===== src/rtl/cnn_pkg.sv =====
// ---------------------------------------------------------------------------
// cnn_pkg
// Shared definitions for the CNN frame sequencer:
//   - seq_state_e : sequencer FSM states
//   - ERR_*       : result error codes reported on res_err
//   - ERR_CLASS   : class value reported when a frame ends in error
//   - IMG_PIXELS_DEF / PIX_CNT_W : default frame size and pixel counter width
//   - max_int     : helper for sizing the shared timer
// ---------------------------------------------------------------------------
package cnn_pkg;

    typedef enum logic [2:0] {
        ST_IDLE   = 3'd0,
        ST_FLUSH  = 3'd1,
        ST_STREAM = 3'd2,
        ST_WAIT   = 3'd3,
        ST_RESULT = 3'd4
    } seq_state_e;

    localparam logic [1:0] ERR_OK       = 2'd0;
    localparam logic [1:0] ERR_UNDERRUN = 2'd1;
    localparam logic [1:0] ERR_TIMEOUT  = 2'd2;

    localparam logic [3:0] ERR_CLASS = 4'hF;

    localparam int IMG_PIXELS_DEF = 784;
    localparam int PIX_CNT_W      = 11;

    function automatic int max_int(input int a, input int b);
        return (a > b) ? a : b;
    endfunction

endpackage


===== src/rtl/cnn_seq_timer.sv =====
// ---------------------------------------------------------------------------
// cnn_seq_timer
// Loadable up-counter with a terminal-count flag. One instance is shared by
// the sequencer for the flush length, the pixel count and the decision
// timeout; the sequencer selects the terminal value per state.
//
// Ports:
//   clk        in   clock, rising edge
//   rst        in   synchronous active-high reset (count -> 0)
//   load_i     in   load load_val_i (has priority over inc_i)
//   load_val_i in   value to load
//   inc_i      in   increment by one
//   term_val_i in   terminal value to compare against
//   term_o     out  count equals term_val_i (combinational on the count)
// ---------------------------------------------------------------------------
module cnn_seq_timer
    import cnn_pkg::*;
#(
    parameter int WIDTH = PIX_CNT_W
) (
    input  logic             clk,
    input  logic             rst,
    input  logic             load_i,
    input  logic [WIDTH-1:0] load_val_i,
    input  logic             inc_i,
    input  logic [WIDTH-1:0] term_val_i,
    output logic             term_o
);

    logic [WIDTH-1:0] cnt_q;
    logic [WIDTH-1:0] cnt_d;

    always_comb begin
        cnt_d = cnt_q;
        if (load_i) begin
            cnt_d = load_val_i;
        end else if (inc_i) begin
            cnt_d = cnt_q + 1'b1;
        end
    end

    always_ff @(posedge clk) begin
        if (rst) begin
            cnt_q <= '0;
        end else begin
            cnt_q <= cnt_d;
        end
    end

    assign term_o = (cnt_q == term_val_i);

endmodule


===== src/rtl/cnn_frame_sequencer.sv =====
// ---------------------------------------------------------------------------
// cnn_frame_sequencer
// Sequences one image frame into a CNN datapath: resets the datapath, streams
// IMG_PIXELS host pixels into it, waits for the decision and holds the result
// until the host consumes it. All outputs are registered.
//
// Parameters:
//   IMG_PIXELS  pixels per frame
//   FLUSH_CYC   datapath reset cycles before streaming (>= 1)
//   TIMEOUT_CYC max WAIT cycles before a timeout result
//
// Ports:
//   clk, rst                 clock / synchronous active-high reset
//   start                    frame request (only honoured in IDLE)
//   pix_valid, pix_data      host pixel stream
//   pix_ready                sequencer accepts a pixel this cycle
//   cnn_rst_n                active-low datapath reset
//   cnn_data_out             pixel to datapath, one cycle after accept
//   cnn_valid, cnn_decision  datapath decision (only sampled in WAIT)
//   res_valid, res_class,
//   res_err, res_ready       result handshake to host
//   busy                     sequencer not idle
//   lat_cycles               (CNN_SEQ_PERF_EN only) cycles from first accept
//                            to RESULT entry, saturating, valid with res_valid
//
// Optional build macro: CNN_SEQ_PERF_EN adds the lat_cycles output.
//
// state     | meaning
// ----------+---------------------------------------------------------------
// ST_IDLE   | parked, datapath held in reset, waiting for start
// ST_FLUSH  | datapath reset for FLUSH_CYC cycles
// ST_STREAM | accepting pixels; datapath released on first accept
// ST_WAIT   | all pixels sent, waiting for decision or timeout
// ST_RESULT | result presented until host handshake
// ---------------------------------------------------------------------------
module cnn_frame_sequencer
    import cnn_pkg::*;
#(
    parameter int IMG_PIXELS  = IMG_PIXELS_DEF,
    parameter int FLUSH_CYC   = 2,
    parameter int TIMEOUT_CYC = 4096
) (
    input  logic       clk,
    input  logic       rst,
    input  logic       start,
    input  logic       pix_valid,
    input  logic [7:0] pix_data,
    output logic       pix_ready,
    output logic       cnn_rst_n,
    output logic [7:0] cnn_data_out,
    input  logic       cnn_valid,
    input  logic [3:0] cnn_decision,
    output logic       res_valid,
    output logic [3:0] res_class,
    output logic [1:0] res_err,
    input  logic       res_ready,
    output logic       busy
`ifdef CNN_SEQ_PERF_EN
    ,
    output logic [15:0] lat_cycles
`endif
);

    // Shared timer must hold the largest of the three terminal values.
    localparam int TMR_W = max_int(PIX_CNT_W,
                                   max_int($clog2(TIMEOUT_CYC), $clog2(FLUSH_CYC + 1)));

    localparam logic [TMR_W-1:0] FLUSH_TERM = TMR_W'(FLUSH_CYC - 1);
    localparam logic [TMR_W-1:0] PIX_TERM   = TMR_W'(IMG_PIXELS - 1);
    localparam logic [TMR_W-1:0] TO_TERM    = TMR_W'(TIMEOUT_CYC - 1);

    seq_state_e state_q, state_d;

    logic       started_q, started_d;
    logic       pix_ready_q, pix_ready_d;
    logic       cnn_rst_n_q, cnn_rst_n_d;
    logic [7:0] data_q, data_d;
    logic       res_valid_q, res_valid_d;
    logic [3:0] res_class_q, res_class_d;
    logic [1:0] res_err_q, res_err_d;
    logic       busy_q, busy_d;

    logic             accept;
    logic             tmr_load;
    logic             tmr_inc;
    logic             tmr_term;
    logic [TMR_W-1:0] tmr_term_val;

    assign accept = pix_valid && pix_ready_q;

    // Terminal value depends only on the current state, keeping the timer
    // compare out of the next-state process.
    assign tmr_term_val = (state_q == ST_FLUSH)  ? FLUSH_TERM :
                          (state_q == ST_STREAM) ? PIX_TERM   :
                          (state_q == ST_WAIT)   ? TO_TERM    : '1;

    cnn_seq_timer #(
        .WIDTH (TMR_W)
    ) u_timer (
        .clk        (clk),
        .rst        (rst),
        .load_i     (tmr_load),
        .load_val_i ('0),
        .inc_i      (tmr_inc),
        .term_val_i (tmr_term_val),
        .term_o     (tmr_term)
    );

    always_comb begin
        state_d     = state_q;
        started_d   = started_q;
        data_d      = '0;
        res_class_d = res_class_q;
        res_err_d   = res_err_q;
        tmr_load    = 1'b0;
        tmr_inc     = 1'b0;

        case (state_q)
            ST_IDLE: begin
                started_d = 1'b0;
                if (start) begin
                    state_d  = ST_FLUSH;
                    tmr_load = 1'b1;
                end
            end
            ST_FLUSH: begin
                if (tmr_term) begin
                    state_d  = ST_STREAM;
                    tmr_load = 1'b1;
                end else begin
                    tmr_inc = 1'b1;
                end
            end
            ST_STREAM: begin
                if (accept) begin
                    data_d    = pix_data;
                    started_d = 1'b1;
                    if (tmr_term) begin
                        state_d  = ST_WAIT;
                        tmr_load = 1'b1;
                    end else begin
                        tmr_inc = 1'b1;
                    end
                end else if (started_q) begin
                    // Host stalled mid-frame: the datapath cannot be paused.
                    state_d     = ST_RESULT;
                    res_class_d = ERR_CLASS;
                    res_err_d   = ERR_UNDERRUN;
                end
            end
            ST_WAIT: begin
                // A decision in the terminal cycle still counts.
                if (cnn_valid) begin
                    state_d     = ST_RESULT;
                    res_class_d = cnn_decision;
                    res_err_d   = ERR_OK;
                end else if (tmr_term) begin
                    state_d     = ST_RESULT;
                    res_class_d = ERR_CLASS;
                    res_err_d   = ERR_TIMEOUT;
                end else begin
                    tmr_inc = 1'b1;
                end
            end
            ST_RESULT: begin
                if (res_valid_q && res_ready) begin
                    state_d = ST_IDLE;
                end
            end
            default: begin
                state_d = ST_IDLE;
            end
        endcase

        // Outputs are registered, so they follow the next state.
        pix_ready_d = (state_d == ST_STREAM);
        res_valid_d = (state_d == ST_RESULT);
        busy_d      = (state_d != ST_IDLE);
        cnn_rst_n_d = (state_d == ST_WAIT) || (state_d == ST_RESULT) ||
                      ((state_d == ST_STREAM) && started_d);
    end

    always_ff @(posedge clk) begin
        if (rst) begin
            state_q     <= ST_IDLE;
            started_q   <= 1'b0;
            pix_ready_q <= 1'b0;
            cnn_rst_n_q <= 1'b0;
            data_q      <= '0;
            res_valid_q <= 1'b0;
            res_class_q <= '0;
            res_err_q   <= '0;
            busy_q      <= 1'b0;
        end else begin
            state_q     <= state_d;
            started_q   <= started_d;
            pix_ready_q <= pix_ready_d;
            cnn_rst_n_q <= cnn_rst_n_d;
            data_q      <= data_d;
            res_valid_q <= res_valid_d;
            res_class_q <= res_class_d;
            res_err_q   <= res_err_d;
            busy_q      <= busy_d;
        end
    end

    assign pix_ready    = pix_ready_q;
    assign cnn_rst_n    = cnn_rst_n_q;
    assign cnn_data_out = data_q;
    assign res_valid    = res_valid_q;
    assign res_class    = res_class_q;
    assign res_err      = res_err_q;
    assign busy         = busy_q;

`ifdef CNN_SEQ_PERF_EN
    logic [15:0] lat_q, lat_d;

    // Counts edges after the first accept up to and including RESULT entry.
    always_comb begin
        lat_d = lat_q;
        if ((state_q == ST_IDLE) && start) begin
            lat_d = '0;
        end else if (started_q && ((state_q == ST_STREAM) || (state_q == ST_WAIT))) begin
            if (lat_q != 16'hFFFF) begin
                lat_d = lat_q + 16'd1;
            end
        end
    end

    always_ff @(posedge clk) begin
        if (rst) begin
            lat_q <= '0;
        end else begin
            lat_q <= lat_d;
        end
    end

    assign lat_cycles = lat_q;
`endif

endmodule


===== config.mk =====
export PLATFORM = sky130hd
export DESIGN_NAME = cnn_frame_sequencer
export DESIGN_NICKNAME = d
export VERILOG_FILES = /design/src/rtl/cnn_pkg.sv /design/src/rtl/cnn_seq_timer.sv /design/src/rtl/cnn_frame_sequencer.sv
export SDC_FILE = /design/constraint.sdc
export NUM_CORES = 1
export LEC_CHECK = 0
export CORE_MARGIN = 3
export CORE_UTILIZATION = 46
export CTS_CLUSTER_DIAMETER = 60
export DETAILED_ROUTE_END_ITERATION = 12
export PLACE_DENSITY = 0.8
export REMOVE_ABC_BUFFERS = 1
export SETUP_SLACK_MARGIN = 0.02
export SLEW_MARGIN = 25
export SYNTH_ARGS = -nofsm -noshare
export SYNTH_HDL_FRONTEND = slang
export SYNTH_HIERARCHICAL = 1
export SYNTH_SLANG_ARGS = --single-unit

===== constraint.sdc =====
create_clock -name clk -period 6.85 [get_ports clk]
set_input_delay 0.685 -clock clk [delete_from_list [all_inputs] [get_ports clk]]
set_output_delay 0.685 -clock clk [all_outputs]
set_load 0.01 [all_outputs]

==> impl_metrics.csv, run 1 <==
group,metric,value,unit
clocking,cts_tree,"yes",
routing,drt_iter0_markers,81,
worst_setup_path,worstPathMaxFanout,18,
sta,final.setup.worst_slack,3070,ps
logic_synthesis,synth_enable_flop_cells,0,
placement,dp.final_hpwl,2480,um
placement,placement.setup.worst_slack,3080,ps
sta,final-hold-violation-count,0,
sta,setup-tns-final,0,ps
logic_synthesis,ys.warnings.count,6,
worst_setup_path,crit_family,"simple AND/OR/NAND/NOR gates",
floorplanning,core_area,0.00344,sq mm
final_layout,finalInstanceArea,0.00220,sq mm
final_layout,most_frequent_standard_cell_in_the_layout_excluding_fill_and_tap_cells,"sky130_fd_sc_hd__clkdlybuf4s50_1",
sta,measured_slew_at_the_worst_slew_check_pin,892,ps
clocking,cts-resized-gates,0,
sta,whs,494,ps
logic_synthesis,synth_top_family_by_area,"simple AND/OR/NAND/NOR gates",
sta,grt_setup_unrepaired,"false",
worst_setup_path,critPathArrivalTime,3920,ps
final_layout,fin_util,0.640,
logic_synthesis,ys_async_sr_fraction,0,
run,timing.max_cap.violations,0,
routing,drt-vias-per-instance,5.09,
clocking,path_clk_slew,70,ps
power,power.density_cell_area,194,mW/mm^2
placement,gp_congestion,0.854,
routing,routed_wl,3390,um
worst_setup_path,timing.critical_path.slowest_stage_cell,"sky130_fd_sc_hd__a21oi_1",
floorplanning,die_w,66.8,um
final_layout,multi_input_area,983,sq um
worst_setup_path,timing.setup.critical_path_class,"flop to flop",
final_layout,syn_to_final_growth,29.6,%
global_route,grt-ovfl-total,0,
clocking,ctsHtreeMaxLevel,2,
clocking,clock_tree.root_cell,"sky130_fd_sc_hd__clkbuf_8",
final_layout,antenna_cells_inserted,0,
final_layout,layout_fillers,315,
clocking,post-cts-setup-buffer-count,0,
global_route,grt_first_pass_wirelength,5850,um
sta,final-max-slew-violation-count,0,
worst_setup_path,start_kind,"flop",
placement,io_buffer_count,35,
clocking,cts_buffers,5,
floorplanning,initial_standard_cell_utilization_of_the_core,0.494,
global_route,first_global_vias,1323,
logic_synthesis,synthSimpleGateAreaFrac,0.244,
floorplanning,die_h,66.8,um
logic_synthesis,yosys_register_bits,34,
routing,dr.pass1.iters,4,
worst_setup_path,crit_path_end_kind,"flop",
worst_setup_path,crit_path_max_incr_delay,710,ps
sta,fmax,264,MHz
final_layout,design.final.nets,256,
floorplanning,die-area,0.00446,sq mm
floorplanning,placement_rows,21,
routing,routed_vias,1445,
logic_synthesis,netlist_instances,193,
worst_setup_path,path_buf_inv,1,
final_layout,fraction_of_layout_instances_using_a_drive_strength_above_1,0.0924,
logic_synthesis,synth_ff_type,"sky130_fd_sc_hd__dfxtp_1",
power,power.total,427,uW
power,vdd.ir_drop.worst,146,uV
logic_synthesis,count_of_distinct_cell_types_in_the_synthesized_netlist,48,
sta,timing.final.crit_period,3780,ps
logic_synthesis,synthesis.area_per_instance,8.82,sq um
clocking,cts_buffer_depth,2,
routing,drc_errors,0,
floorplanning,top_ports,36,
logic_synthesis,synth.cell_area,0.00170,sq mm
global_route,grt_use_total,0.175,
sta,max_slew_margin,0.405,
placement,placed_cells_incl_taps,276,
power,power.leakage,0.823,nW
sta,finalCritPeriodShare,0.553,
logic_synthesis,synth_mux_area_frac,0.0235,
global_route,grt_antenna_before_repair,0,
logic_synthesis,post_synth_main_area_contributors,"sky130_fd_sc_hd__dfxtp_1 40%, sky130_fd_sc_hd__xnor2_1 10%, sky130_fd_sc_hd__a21oi_1 3.8%",
final_layout,mostFrequentLayoutCells,"35 x sky130_fd_sc_hd__clkdlybuf4s50_1, 34 x sky130_fd_sc_hd__dfxtp_1, 20 x sky130_fd_sc_hd__xnor2_1",
final_layout,sequential_cell_area,681,sq um
logic_synthesis,synth_seq_area_share,0.400,
clocking,cts_hold_buffers,0,
routing,post_drt_wl_per_cell,11.9,um
routing,drt.antenna.violating_nets,0,
final_layout,stdcell_count,284,
worst_hold_path,hold_path.class,"flop to flop",
logic_synthesis,compound_gate_portion_of_the_synthesized_area,0.161,
clocking,clock_sinks,34,
worst_setup_path,timing.critical_path.cells,"xor2_1 -> nand2b_1 -> xnor2_1 -> nand4_1 -> nor3_1 -> nand2_1 -> a21o_1 -> a21oi_1 -> inv_2 -> mux2i_1 -> nor2_1",
logic_synthesis,yosys.area_share.adder,0.00735,
worst_setup_path,worst_ep_required_time,6990,ps
logic_synthesis,synth_xor_area_frac,0.113,
logic_synthesis,synth_top_area_cell,"sky130_fd_sc_hd__dfxtp_1",
sta,finalSetupViolCount,0,
global_route,maximum_number_of_pins_on_one_net_before_global_route_repair,24,
clocking,clock_latency_reported_for_the_late_side_of_the_worst_skew_pair,290,ps
outcome,outcome,"finished, final reports clean",
placement,placedInstanceArea,0.00211,sq mm
logic_synthesis,synth_top_area_share,0.400,
sta,worst_clock_skew,8.01,ps
==> worst reg2reg max path, delay by kind of cell, from the launching register on <==
family	cells	cell delay (ps)
flops	1	680
simple gates	5	1200
mux	1	210
buf+inv	1	260
xor+xnor	2	390
compound gates	2	910
==> synth_stat cells (5+ instances only) <==
master / n
sky130_fd_sc_hd__a21oi_1: 13
sky130_fd_sc_hd__nor2_1: 14
sky130_fd_sc_hd__nor3_1: 7
sky130_fd_sc_hd__nand2_1: 12
sky130_fd_sc_hd__xnor2_1: 20
sky130_fd_sc_hd__inv_1: 7
sky130_fd_sc_hd__and2_1: 8
sky130_fd_sc_hd__nand4_1: 5
sky130_fd_sc_hd__nand3_1: 6
sky130_fd_sc_hd__dfxtp_1: 34
==> where the power goes <==
| part | total, mW | leakage (nW) | switching (mW) | internal (mW) |
|---|---|---|---|---|
| clock network | 0.152 | 0.0472 | 0.0710 | 0.0807 |
| logic | 0.0579 | 0.499 | 0.0261 | 0.0318 |
| registers | 0.217 | 0.277 | 0.0127 | 0.205 |
==> sequential cells by signal (all words and copies together) (netlist names) <==
| name | flops |
|---|---|
| res_valid | 1 |
| res_class | 4 |
| cnn_data_out | 8 |
| res_err | 2 |
| started_q | 1 |
| busy | 1 |
| pix_ready | 1 |
| cnn_rst_n | 1 |
| u_timer/cnt_q | 12 |
| state_q | 3 |
==> logic make-up (layout without fill, tap and decap cells) <==
group                    after synthesis  in the layout
AO/OA/AOI/OAI                         39             39
XOR/XNOR                              22             22
adder cells (fa/ha/maj)                1              1
buffers and inverters                 18             52
flip-flops                            34             34
multiplexers                           4              4
other                                  2             13
AND/OR/NAND/NOR                       73             73
==> worst paths after layout <==
kind	startpoint	end	slack, ps	cells past startpoint
hold / removal	res_err[1]$_SDFFE_PP0P_	res_err[1]$_SDFFE_PP0P_	490	2
setup reg to reg	state_q[0]$_SDFF_PP0_	u_timer/cnt_q[4]$_SDFFE_PP0P_	3070	11
hold reg to reg	res_err[1]$_SDFFE_PP0P_	res_err[1]$_SDFFE_PP0P_	490	2
setup / recovery	state_q[0]$_SDFF_PP0_	u_timer/cnt_q[4]$_SDFFE_PP0P_	3070	11
==> layer usage <==
layer,share of wire,GRT usage
met1,0.45,0.203
met2,0.45,0.280
met3,0.074,0.0658
met4,0.017,0.0914
met5,0,0
==> final cells by class <==
| class | count | area share |
|---|---|---|
| clock buffer | 6 | 0.0375 |
| clock inverter | 2 | 0.00568 |
| inverter | 8 | 0.0136 |
| sequential | 34 | 0.309 |
| timing repair buffer | 36 | 0.162 |
| multi-input combinational | 152 | 0.446 |
| tap | 46 | 0.0261 |
(Power assumes the default switching activity.)
==> inputs of run 2 (changes only) <==
==> constraint.sdc (replaced) <==
create_clock -name clk -period 3.68 [get_ports clk]
set_input_delay 0.368 -clock clk [delete_from_list [all_inputs] [get_ports clk]]
set_output_delay 0.368 -clock clk [all_outputs]
set_load 0.01 [all_outputs]
==> run 2 against run 1 <==
Effect of this change: clock power is 82% higher; core utilization grew 0.55 points; final cell count rose by 1.1%; combinational power up 100%; wire length rose by 2.6%; critical endpoint is now u_timer/cnt_q[6]$_SDFFE_PP0P_; highest routed layer unchanged.
==> impl_metrics.csv, run 2 (synthesized netlist as in run 1, its figures left out) <==
group,metric,value,unit
worst_setup_path,crit_path_end_kind,"flop",
sta,final-max-slew-violation-count,0,
clocking,cts-resized-gates,0,
clocking,cts_hold_buffers,0,
power,power.leakage,0.840,nW
global_route,groute.layer.met1.usage,0.212,
final_layout,finalInstanceArea,0.00222,sq mm
routing,drc_errors,0,
floorplanning,top_ports,36,
floorplanning,die_h,66.8,um
global_route,global_route.usage.met3,0.0742,
final_layout,largest-register,"u_timer/cnt_q",
floorplanning,die_w,66.8,um
clocking,cts_tree,"yes",
routing,drt-vias-per-instance,5.08,
sta,grt_setup_unrepaired,"false",
routing,drt.antenna.violating_nets,0,
worst_setup_path,worst-r2r-cell-count,10,
sta,final.setup.worst_slack,521,ps
final_layout,mostFrequentLayoutCells,"35 x sky130_fd_sc_hd__clkdlybuf4s50_1, 34 x sky130_fd_sc_hd__dfxtp_1, 20 x sky130_fd_sc_hd__xnor2_1",
final_layout,most_frequent_standard_cell_in_the_layout_excluding_fill_and_tap_cells,"sky130_fd_sc_hd__clkdlybuf4s50_1",
worst_setup_path,worstPathMaxFanout,11,
sta,finalCritPeriodShare,0.858,
sta,fmax,317,MHz
worst_hold_path,min_delay_path_depth,2,
clocking,clock_sinks,34,
sta,finalSetupViolCount,0,
power,vdd.ir_drop.worst,266,uV
clocking,post-cts-setup-buffer-count,0,
worst_setup_path,start_kind,"flop",
global_route,grt_antenna_before_repair,0,
sta,timing.final.crit_period,3160,ps
clocking,clock_tree.root_cell,"sky130_fd_sc_hd__clkbuf_8",
outcome,outcome,"finished, final reports clean",
sta,setup-tns-final,0,ps
global_route,grt_use_total,0.180,
placement,io_buffer_count,35,
placement,placement.setup.worst_slack,599,ps
routing,routed_wl,3480,um
final_layout,fraction_of_layout_instances_using_a_drive_strength_above_1,0.0996,
worst_setup_path,timing.setup.critical_path_class,"flop to flop",
placement,gp_congestion,0.831,
floorplanning,initial_standard_cell_utilization_of_the_core,0.494,
global_route,first_global_vias,1378,
global_route,grt_first_pass_wirelength,6030,um
global_route,globalRoute.busiestLayer,"met2",
final_layout,syn_to_final_growth,30.7,%
global_route,global_route.usage.met2,0.291,
routing,drt_iter0_markers,55,
clocking,ctsHtreeMaxLevel,2,
placement,placedInstanceArea,0.00213,sq mm
routing,routed_vias,1458,
final_layout,antenna_cells_inserted,0,
sta,max_slew_margin,0.407,
clocking,cts_buffer_depth,2,
floorplanning,placement_rows,21,
power,power.density_cell_area,357,mW/mm^2
clocking,clock_latency_reported_for_the_late_side_of_the_worst_skew_pair,280,ps
worst_setup_path,worst_ep_required_time,3860,ps
floorplanning,die-area,0.00446,sq mm
floorplanning,core_area,0.00344,sq mm
final_layout,number_of_flip_flops_in_the_largest_register,12,
global_route,grt-ovfl-total,0,
sta,measured_slew_at_the_worst_slew_check_pin,887,ps
routing,dr.pass1.iters,4,
worst_hold_path,hold_path.class,"flop to flop",
clocking,path_clk_slew,70,ps
routing,post_drt_wl_per_cell,12.1,um
final_layout,design.final.nets,259,
sta,worst_clock_skew,8.08,ps
final_layout,layout_fillers,302,
placement,dp.final_hpwl,2540,um
global_route,maximum_number_of_pins_on_one_net_before_global_route_repair,24,
worst_setup_path,critPathArrivalTime,3340,ps
clocking,cts_buffers,5,
run,timing.max_cap.violations,0,
sta,final-hold-violation-count,0,
## run 2: cell types whose count changed in the layout (fill, tap and decap cells not counted), sizes merged
cell | previous run | this run
clkbuf | 6 | 7
buf | 1 | 4
clkinvlp | 1 | 0
## run 2: through the flow
stage / util / power (mW) / hold WS [ps] / std cells
after CTS: 0.646 / 0.804 / 485 / 287
final: 0.646 / 0.794 / 482 / 287
after global placement: 0.619 / 0.521 / 472 / 279
after global routing: 0.646 / 0.841 / 526 / 287
after detailed placement: 0.619 / 0.525 / 476 / 279
after floorplan: - / 0.479 / 437 / 194
## run 2: power breakdown
| part | switching, mW | internal, mW |
|---|---|---|
| clock | 0.125 | 0.151 |
| sequential | 0.0191 | 0.381 |
| combinational | 0.0558 | 0.0619 |
## run 2: area by class of cell
| cell class | instances | area (sq um) | area share |
|---|---|---|---|
| clock inverters | 1 | 5.00 | 0.00225 |
| well taps | 46 | 57.6 | 0.0259 |
| multi-input cells | 152 | 983 | 0.442 |
| repair buffers | 39 | 380 | 0.171 |
| inverters | 8 | 30.0 | 0.0135 |
| clock buffers | 7 | 86.3 | 0.0388 |
| flip-flops and latches | 34 | 681 | 0.306 |
## run 2: worst paths after layout
path                           startpoint                       endpoint  slack (ps)
setup / recovery    state_q[1]$_SDFF_PP0_  u_timer/cnt_q[6]$_SDFFE_PP0P_         520
hold / removal    res_err[1]$_SDFFE_PP0P_        res_err[1]$_SDFFE_PP0P_         480
setup reg to reg    state_q[1]$_SDFF_PP0_  u_timer/cnt_q[6]$_SDFFE_PP0P_         520
hold reg to reg   res_err[1]$_SDFFE_PP0P_        res_err[1]$_SDFFE_PP0P_         480
## run 2: worst max-delay path, cell delays in order, from the launching register on
cell,delay [ps]
sky130_fd_sc_hd__dfxtp_1,550
sky130_fd_sc_hd__xor2_1,210
sky130_fd_sc_hd__nand2b_1,230
sky130_fd_sc_hd__xnor2_1,200
sky130_fd_sc_hd__nand4_1,100
sky130_fd_sc_hd__nor3_1,90
sky130_fd_sc_hd__buf_4,170
sky130_fd_sc_hd__nor3_1,650
sky130_fd_sc_hd__nand4_1,250
sky130_fd_sc_hd__or3_1,350
sky130_fd_sc_hd__a311oi_1,240
## run 2: metal layers
metal	up-vias	routed length, um	share of wire
li1	755	-	-
met1	666	1640	0.47
met2	32	1550	0.44
met3	5	239	0.069
met4	0	55	0.016
met5	-	0	0
